[config.mk]
export PLATFORM = sky130hd
export DESIGN_NAME = std_fifo_reader_flat
export DESIGN_NICKNAME = d
export VERILOG_FILES = /design/src/rtl/std_fifo_reader_pkg.sv /design/src/rtl/std_fifo_reader_if.sv /design/src/rtl/std_fifo_reader_skid.sv /design/src/rtl/std_fifo_reader.sv /design/src/flat_wrapper.sv
export SDC_FILE = /design/constraint.sdc
export NUM_CORES = 1
export LEC_CHECK = 0
export ABC_CLOCK_PERIOD_IN_PS = 4260
export BUFFER_PORTS_ARGS = -buffer_cell sky130_fd_sc_hd__buf_2
export CAP_MARGIN = 20
export CORE_MARGIN = 2
export CORE_UTILIZATION = 45
export CTS_BUF_LIST = sky130_fd_sc_hd__clkbuf_8 sky130_fd_sc_hd__clkbuf_16
export CTS_CLUSTER_DIAMETER = 80
export CTS_CLUSTER_SIZE = 25
export DETAILED_ROUTE_END_ITERATION = 16
export HOLD_SLACK_MARGIN = 0.1
export PLACE_DENSITY = 0.66
export SLEW_MARGIN = 5
export SYNTH_ARGS = -nofsm -noshare
export SYNTH_HDL_FRONTEND = slang
export SYNTH_HIERARCHICAL = 1
export SYNTH_SLANG_ARGS = --single-unit
export TNS_END_PERCENT = 5
[constraint.sdc]
create_clock -name clk -period 4.26 [get_ports clk]
set_input_delay 0 -clock clk [delete_from_list [all_inputs] [get_ports clk]]
set_output_delay 0 -clock clk [all_outputs]
set_load 0.02 [all_outputs]
[src/rtl/std_fifo_reader_pkg.sv]
// Shared sizing helpers for the FIFO reader and its skid buffer.
package std_fifo_reader_pkg;

  localparam int LATENCY_MIN = 0;
  localparam int LATENCY_MAX = 4;

  // Bits needed to represent v, never less than 1, so a one-entry buffer still has an index bit.
  function automatic int log2(input int v);
    int r;
    r = 1;
    for (int i = 1; i < 31; i++) begin
      if ((v >> i) != 0) r = i + 1;
    end
    return r;
  endfunction

  // One slot per in-flight pop plus one to keep streaming while the head word waits.
  function automatic int skid_depth(input int latency);
    return latency + 1;
  endfunction

  function automatic int skid_addr_width(input int depth);
    return log2(depth - 1);
  endfunction

endpackage

[src/rtl/std_fifo_reader_if.sv]
// FIFO-side and stream-side signals of the reader, bundled for port connection.
interface std_fifo_reader_if #(
  parameter int WIDTH   = 8,
  parameter int LATENCY = 1,
  parameter int CNT_W   = std_fifo_reader_pkg::skid_addr_width(
                            std_fifo_reader_pkg::skid_depth(LATENCY)) + 1
);
  logic             fifo_empty;
  logic [WIDTH-1:0] fifo_q;
  logic             fifo_pop;
  logic             out_valid;
  logic             out_ready;
  logic [WIDTH-1:0] out_data;
  logic [CNT_W-1:0] out_count;
  logic             busy;

  modport master (
    input  fifo_empty, fifo_q, out_ready,
    output fifo_pop, out_valid, out_data, out_count, busy
  );

  modport slave (
    output fifo_empty, fifo_q, out_ready,
    input  fifo_pop, out_valid, out_data, out_count, busy
  );
endinterface

[src/rtl/std_fifo_reader_skid.sv]
// Small register FIFO holding words that have landed but not yet been accepted downstream.
// Pointers carry a wrap bit and wrap explicitly at DEPTH-1, so DEPTH need not be a power of two.
module std_skid_buf
  import std_fifo_reader_pkg::*;
#(
  parameter int WIDTH = 8,
  parameter int DEPTH = 2,
  parameter int AW    = skid_addr_width(DEPTH)
) (
  input  logic             clk,
  input  logic             rst,
  input  logic             push_i,
  input  logic             pop_i,
  input  logic [WIDTH-1:0] d_i,
  output logic [WIDTH-1:0] q_o,
  output logic [AW:0]      count_o,
  output logic             full_o,
  output logic             empty_o
);
  localparam logic [AW-1:0] LAST_IDX = AW'(DEPTH - 1);

  logic [AW:0]      wr_q, wr_d, rd_q, rd_d, count_q, count_d;
  logic [WIDTH-1:0] mem_q [DEPTH];

  function automatic logic [AW:0] ptr_inc(input logic [AW:0] p);
    if (p[AW-1:0] == LAST_IDX) return {~p[AW], {AW{1'b0}}};
    return p + 1'b1;
  endfunction

  assign empty_o = (wr_q == rd_q);
  assign full_o  = (wr_q[AW-1:0] == rd_q[AW-1:0]) && (wr_q[AW] != rd_q[AW]);
  assign q_o     = mem_q[rd_q[AW-1:0]];
  assign count_o = count_q;

  // Pointer and occupancy next-state; push and pop together leave the count unchanged.
  always_comb begin
    wr_d    = push_i ? ptr_inc(wr_q) : wr_q;
    rd_d    = pop_i ? ptr_inc(rd_q) : rd_q;
    count_d = count_q;
    case ({push_i, pop_i})
      2'b10:   count_d = count_q + 1'b1;
      2'b01:   count_d = count_q - 1'b1;
      default: count_d = count_q;
    endcase
  end

  // Pointer/count registers with synchronous active-low reset.
  always_ff @(posedge clk) begin
    if (!rst) begin
      wr_q    <= '0;
      rd_q    <= '0;
      count_q <= '0;
    end else begin
      wr_q    <= wr_d;
      rd_q    <= rd_d;
      count_q <= count_d;
    end
  end

  // Storage is deliberately left out of reset.
  always_ff @(posedge clk) begin
    if (push_i) mem_q[wr_q[AW-1:0]] <= d_i;
  end

  // Simulation-only guard: reading an empty buffer means the credit logic is broken.
  always_ff @(posedge clk) begin
    if (rst) assert (!(pop_i && empty_o));
  end

endmodule

[src/rtl/std_fifo_reader.sv]
// Consumer-side companion to std_fifo: issues pops against a credit budget, absorbs the
// FIFO's pop-to-q latency, and re-presents the data as a registered valid/ready stream.
module std_fifo_reader
  import std_fifo_reader_pkg::*;
#(
  parameter int WIDTH           = 8,
  parameter int LATENCY         = 1,
  parameter int SKID_DEPTH      = skid_depth(LATENCY),
  parameter int SKID_ADDR_WIDTH = skid_addr_width(SKID_DEPTH)
) (
  input logic               clk,
  input logic               rst,
  std_fifo_reader_if.master bus
);
  localparam int CW = SKID_ADDR_WIDTH + 2;

  logic                     pop, land, deq, credit_ok;
  logic                     skid_full, skid_empty;
  logic [SKID_ADDR_WIDTH:0] count;
  logic [CW-1:0]            n_inflight, credit_sum;

  if (LATENCY > 0) begin : g_inflight
    logic [LATENCY-1:0] inflight_q, inflight_d;

    // Shift in this cycle's pop; the oldest bit marks fifo_q being valid now.
    always_comb inflight_d = LATENCY'({inflight_q, pop});

    // In-flight tracker register with synchronous active-low reset.
    always_ff @(posedge clk) begin
      if (!rst) inflight_q <= '0;
      else      inflight_q <= inflight_d;
    end

    assign land       = inflight_q[LATENCY-1];
    assign n_inflight = CW'($countones(inflight_q));
  end else begin : g_no_inflight
    assign land       = pop;
    assign n_inflight = '0;
  end

  // deq implies count >= 1, so the subtraction cannot wrap.
  assign deq        = !skid_empty && bus.out_ready;
  assign credit_sum = CW'(count) + n_inflight - CW'(deq);
  assign credit_ok  = credit_sum < CW'(SKID_DEPTH);
  assign pop        = rst && !bus.fifo_empty && credit_ok;

  std_skid_buf #(
    .WIDTH (WIDTH),
    .DEPTH (SKID_DEPTH),
    .AW    (SKID_ADDR_WIDTH)
  ) u_skid (
    .clk     (clk),
    .rst     (rst),
    .push_i  (land),
    .pop_i   (deq),
    .d_i     (bus.fifo_q),
    .q_o     (bus.out_data),
    .count_o (count),
    .full_o  (skid_full),
    .empty_o (skid_empty)
  );

  assign bus.fifo_pop  = pop;
  assign bus.out_valid = !skid_empty;
  assign bus.out_count = count;
  assign bus.busy      = (n_inflight != '0) || (count != '0);

  // Simulation-only guards: illegal latency, or a word landing with nowhere to go.
  always_ff @(posedge clk) begin
    if (rst) begin
      assert (LATENCY >= LATENCY_MIN && LATENCY <= LATENCY_MAX);
      assert (!(land && skid_full && !deq));
    end
  end

endmodule

[src/flat_wrapper.sv]
// flat-port wrapper written by rule: the top's interface ports become plain ports
module std_fifo_reader_flat import std_fifo_reader_pkg::*;
#(
  parameter int WIDTH           = 8,
  parameter int LATENCY         = 1,
  parameter int SKID_DEPTH      = skid_depth(LATENCY),
  parameter int SKID_ADDR_WIDTH = skid_addr_width(SKID_DEPTH)
)
  (clk, rst, bus_fifo_empty, bus_fifo_q, bus_out_ready, bus_fifo_pop, bus_out_valid, bus_out_data, bus_out_count, bus_busy);
  std_fifo_reader_if #(.WIDTH(WIDTH), .LATENCY(LATENCY)) bus_i ();
  input logic clk;
  input logic rst;
  input wire logic [$bits(bus_i.fifo_empty)-1:0] bus_fifo_empty;
  input wire logic [$bits(bus_i.fifo_q)-1:0] bus_fifo_q;
  input wire logic [$bits(bus_i.out_ready)-1:0] bus_out_ready;
  output wire logic [$bits(bus_i.fifo_pop)-1:0] bus_fifo_pop;
  output wire logic [$bits(bus_i.out_valid)-1:0] bus_out_valid;
  output wire logic [$bits(bus_i.out_data)-1:0] bus_out_data;
  output wire logic [$bits(bus_i.out_count)-1:0] bus_out_count;
  output wire logic [$bits(bus_i.busy)-1:0] bus_busy;
  assign bus_i.fifo_empty = bus_fifo_empty;
  assign bus_i.fifo_q = bus_fifo_q;
  assign bus_i.out_ready = bus_out_ready;
  assign bus_fifo_pop = bus_i.fifo_pop;
  assign bus_out_valid = bus_i.out_valid;
  assign bus_out_data = bus_i.out_data;
  assign bus_out_count = bus_i.out_count;
  assign bus_busy = bus_i.busy;
  std_fifo_reader #(.WIDTH(WIDTH), .LATENCY(LATENCY), .SKID_DEPTH(SKID_DEPTH), .SKID_ADDR_WIDTH(SKID_ADDR_WIDTH)) u_core (.clk(clk), .rst(rst), .bus(bus_i));
endmodule
==> qor.yml <==
floorplanning:
  die_w_um: 50.57
  fp.dieH_um: 50.57
  initial_core_util_pct: 48.75
  rows: 16
  ios: 25
  die_area_mm2: 0.002557
  core_mm2: 0.002002
timing:
  finClkSkew_ns: 0.003542
  clock.fmax_mhz: 372.6
  period_needed_ns: 2.684
  rsz0062_at_grt: "false"
  relSlewSlack_pct: 46.45
  whs_ns: 0.3277
  setup_viol: 0
  worstMarginPinSlew_ns: 0.8003
  tns_ns: 0
  slew_violations: 0
  timing_hold_violations_final: 0
  finalCritPeriodShare_pct: 62.99
cts:
  root_buffer: "clkbuf_8"
  cts_tree: "yes"
  cts_sinks: 24
  postCtsSetupBuffers: 0
  cts_resized: 0
  hold_buffers: 11
  cts_made_buffers: 3
  htreeDepth: 1
  clockBufferDepth: 2
  clk_pin_slew_worst_paths_ns: 0.08
  clk_latency_ns: 0.25
placed_design:
  hpwl_um: 1062
  portBuffers: 24
  globalplace.congestion: 0.7078
  placedInstanceArea_mm2: 0.001125
routing:
  drc_errors: 0
  final_antenna_net_count: 0
  vias: 591
  first_pass_iters: 4
  drt-total-wl_um: 1529
  routed_via_density: 4.477
  dr.first_iter.drc_count: 9
  wl_per_cell_um: 11.58
power_and_ir_drop:
  intPower_w: 0.0005714
  p_sw_share_pct: 36.38
  pwr-share-comb_pct: 43.3
  seqPwrFrac_pct: 40.2
  vdd_drop_max_mv: 0.4232
  p_leak_nw: 0.5348
  p_switching_w: 0.0003268
  p_clk_share_pct: 16.5
  power_density_mw_per_mm2: 696.3
hold_path:
  hold_depth: 4
  min_path_type: "primary input to register"
worst_setup_path:
  cp_max_fo: 4
  path_class: "register to register"
  worst_setup_path_start_kind: "register"
  critPathRequiredTime_ns: 4.46
  worstPathArrival_ns: 2.89
  rr_worst_depth: 9
  end_kind: "register"
layout:
  drive_above_1_share_pct: 34.29
  syn2layout_area_growth_pct: 32.18
  num-nets-final: 121
  fin_area_mm2: 0.001290
  num_antenna_cells: 0
job:
  drv_cap: 0
yosys:
  synth.avg_cell_area_um2: 14.57
  yosysWarnings: 6
  syn_area_um2: 975.9
  syn_nets: 82
  netlist_instances: 67
grt:
  grt_max_degree: 14
  gr-usage-all-layers_pct: 13.26
  grt_pass1_wl_um: 2566
  antenna_found_initial: 0
  grt_pass1_vias: 569
  grt_overflow: 0
outcome:
  outcome: "finished clean"
stage by stage:
stage                     util [%]  setup WS, ns  total power, W  std cells
final                        64.44         1.576       0.0008982        132
after global routing         64.44         1.438       0.0009649        132
after CTS                    64.44         1.559       0.0009081        132
after detailed placement     56.19         2.019       0.0007440        117
after global placement       56.19         2.074       0.0007365        117
after floorplan                  -         1.990       0.0006410         67
state kept, by name (all words and copies together) (netlist names), named ones only:
| name | count |
|---|---|
| u_core/g_inflight.inflight_q | 1 |
| u_core/u_skid/count_o | 2 |
| u_core/u_skid/mem_q | 16 |
| u_core/u_skid/rd_q | 2 |
| u_core/u_skid/wr_q | 2 |
power by group through the flow:
stage / Sequential, W / Combinational (W) / Clock, W
after detailed placement: 0.000367 / 0.000377 / 0
after global routing: 0.000370 / 0.000432 / 0.000164
final: 0.000361 / 0.000389 / 0.000148
after global placement: 0.000364 / 0.000372 / 0
after CTS: 0.000363 / 0.000394 / 0.000151
after floorplan: 0.000353 / 0.000289 / 0
critical path, cell delays in order, from the launching register on:
cell,delay (ns)
dfxtp_1,0.39
xor2_1,0.16
nor2_1,0.07
nor2b_1,0.28
ha_1,0.28
nand2b_1,0.15
fa_1,0.38
xor2_1,0.19
nor3_1,0.16
dlygate4sd3_1,0.57
layout by cell type (no fill, tap or decap):
master         count
a21boi_1           1
and2_1             5
buf_2             24
clkbuf_8           4
dfxtp_1            8
dlygate4sd3_1     11
edfxtp_1          16
fa_1               1
ha_1               2
inv_1              3
mux2_2             8
nand2_1            2
nand2b_1           1
nor2_1             2
nor2b_1            3
nor3_1             2
o21a_1             1
o21ai_0            1
or3_1              2
xnor2_1            4
xor2_1             4
metal layers:
| metal | track usage [%] | routed length [um] | vias up |
|---|---|---|---|
| met1 | 18.52 | 751 | 272 |
| met3 | 1.786 | 60 | 2 |
| met2 | 21.49 | 704 | 12 |
| li1 | - | - | 305 |
| met4 | 4.054 | 12 | 0 |
| met5 | 0 | 0 | - |
final cells by class:
class | instances | area (um2)
fillers | 161 | 711.9
flip-flops and latches | 24 | 640.6
multi-input cells | 39 | 319.1
repair buffers | 35 | 230.2
clock buffers | 4 | 55.05
well taps | 27 | 33.78
inverters | 3 | 11.26
final timing paths:
kind,startpoint,slack [ns],to
hold / removal,bus_out_ready,0.33,register
setup / recovery,u_core/u_skid/wr_q[0],1.58,u_core/g_inflight.inflight_q
setup reg to reg,u_core/u_skid/wr_q[0],1.58,u_core/g_inflight.inflight_q
hold reg to reg,u_core/u_skid/count_o[1],0.56,u_core/u_skid/count_o[1]
Power figures use the tool's default switching activity.
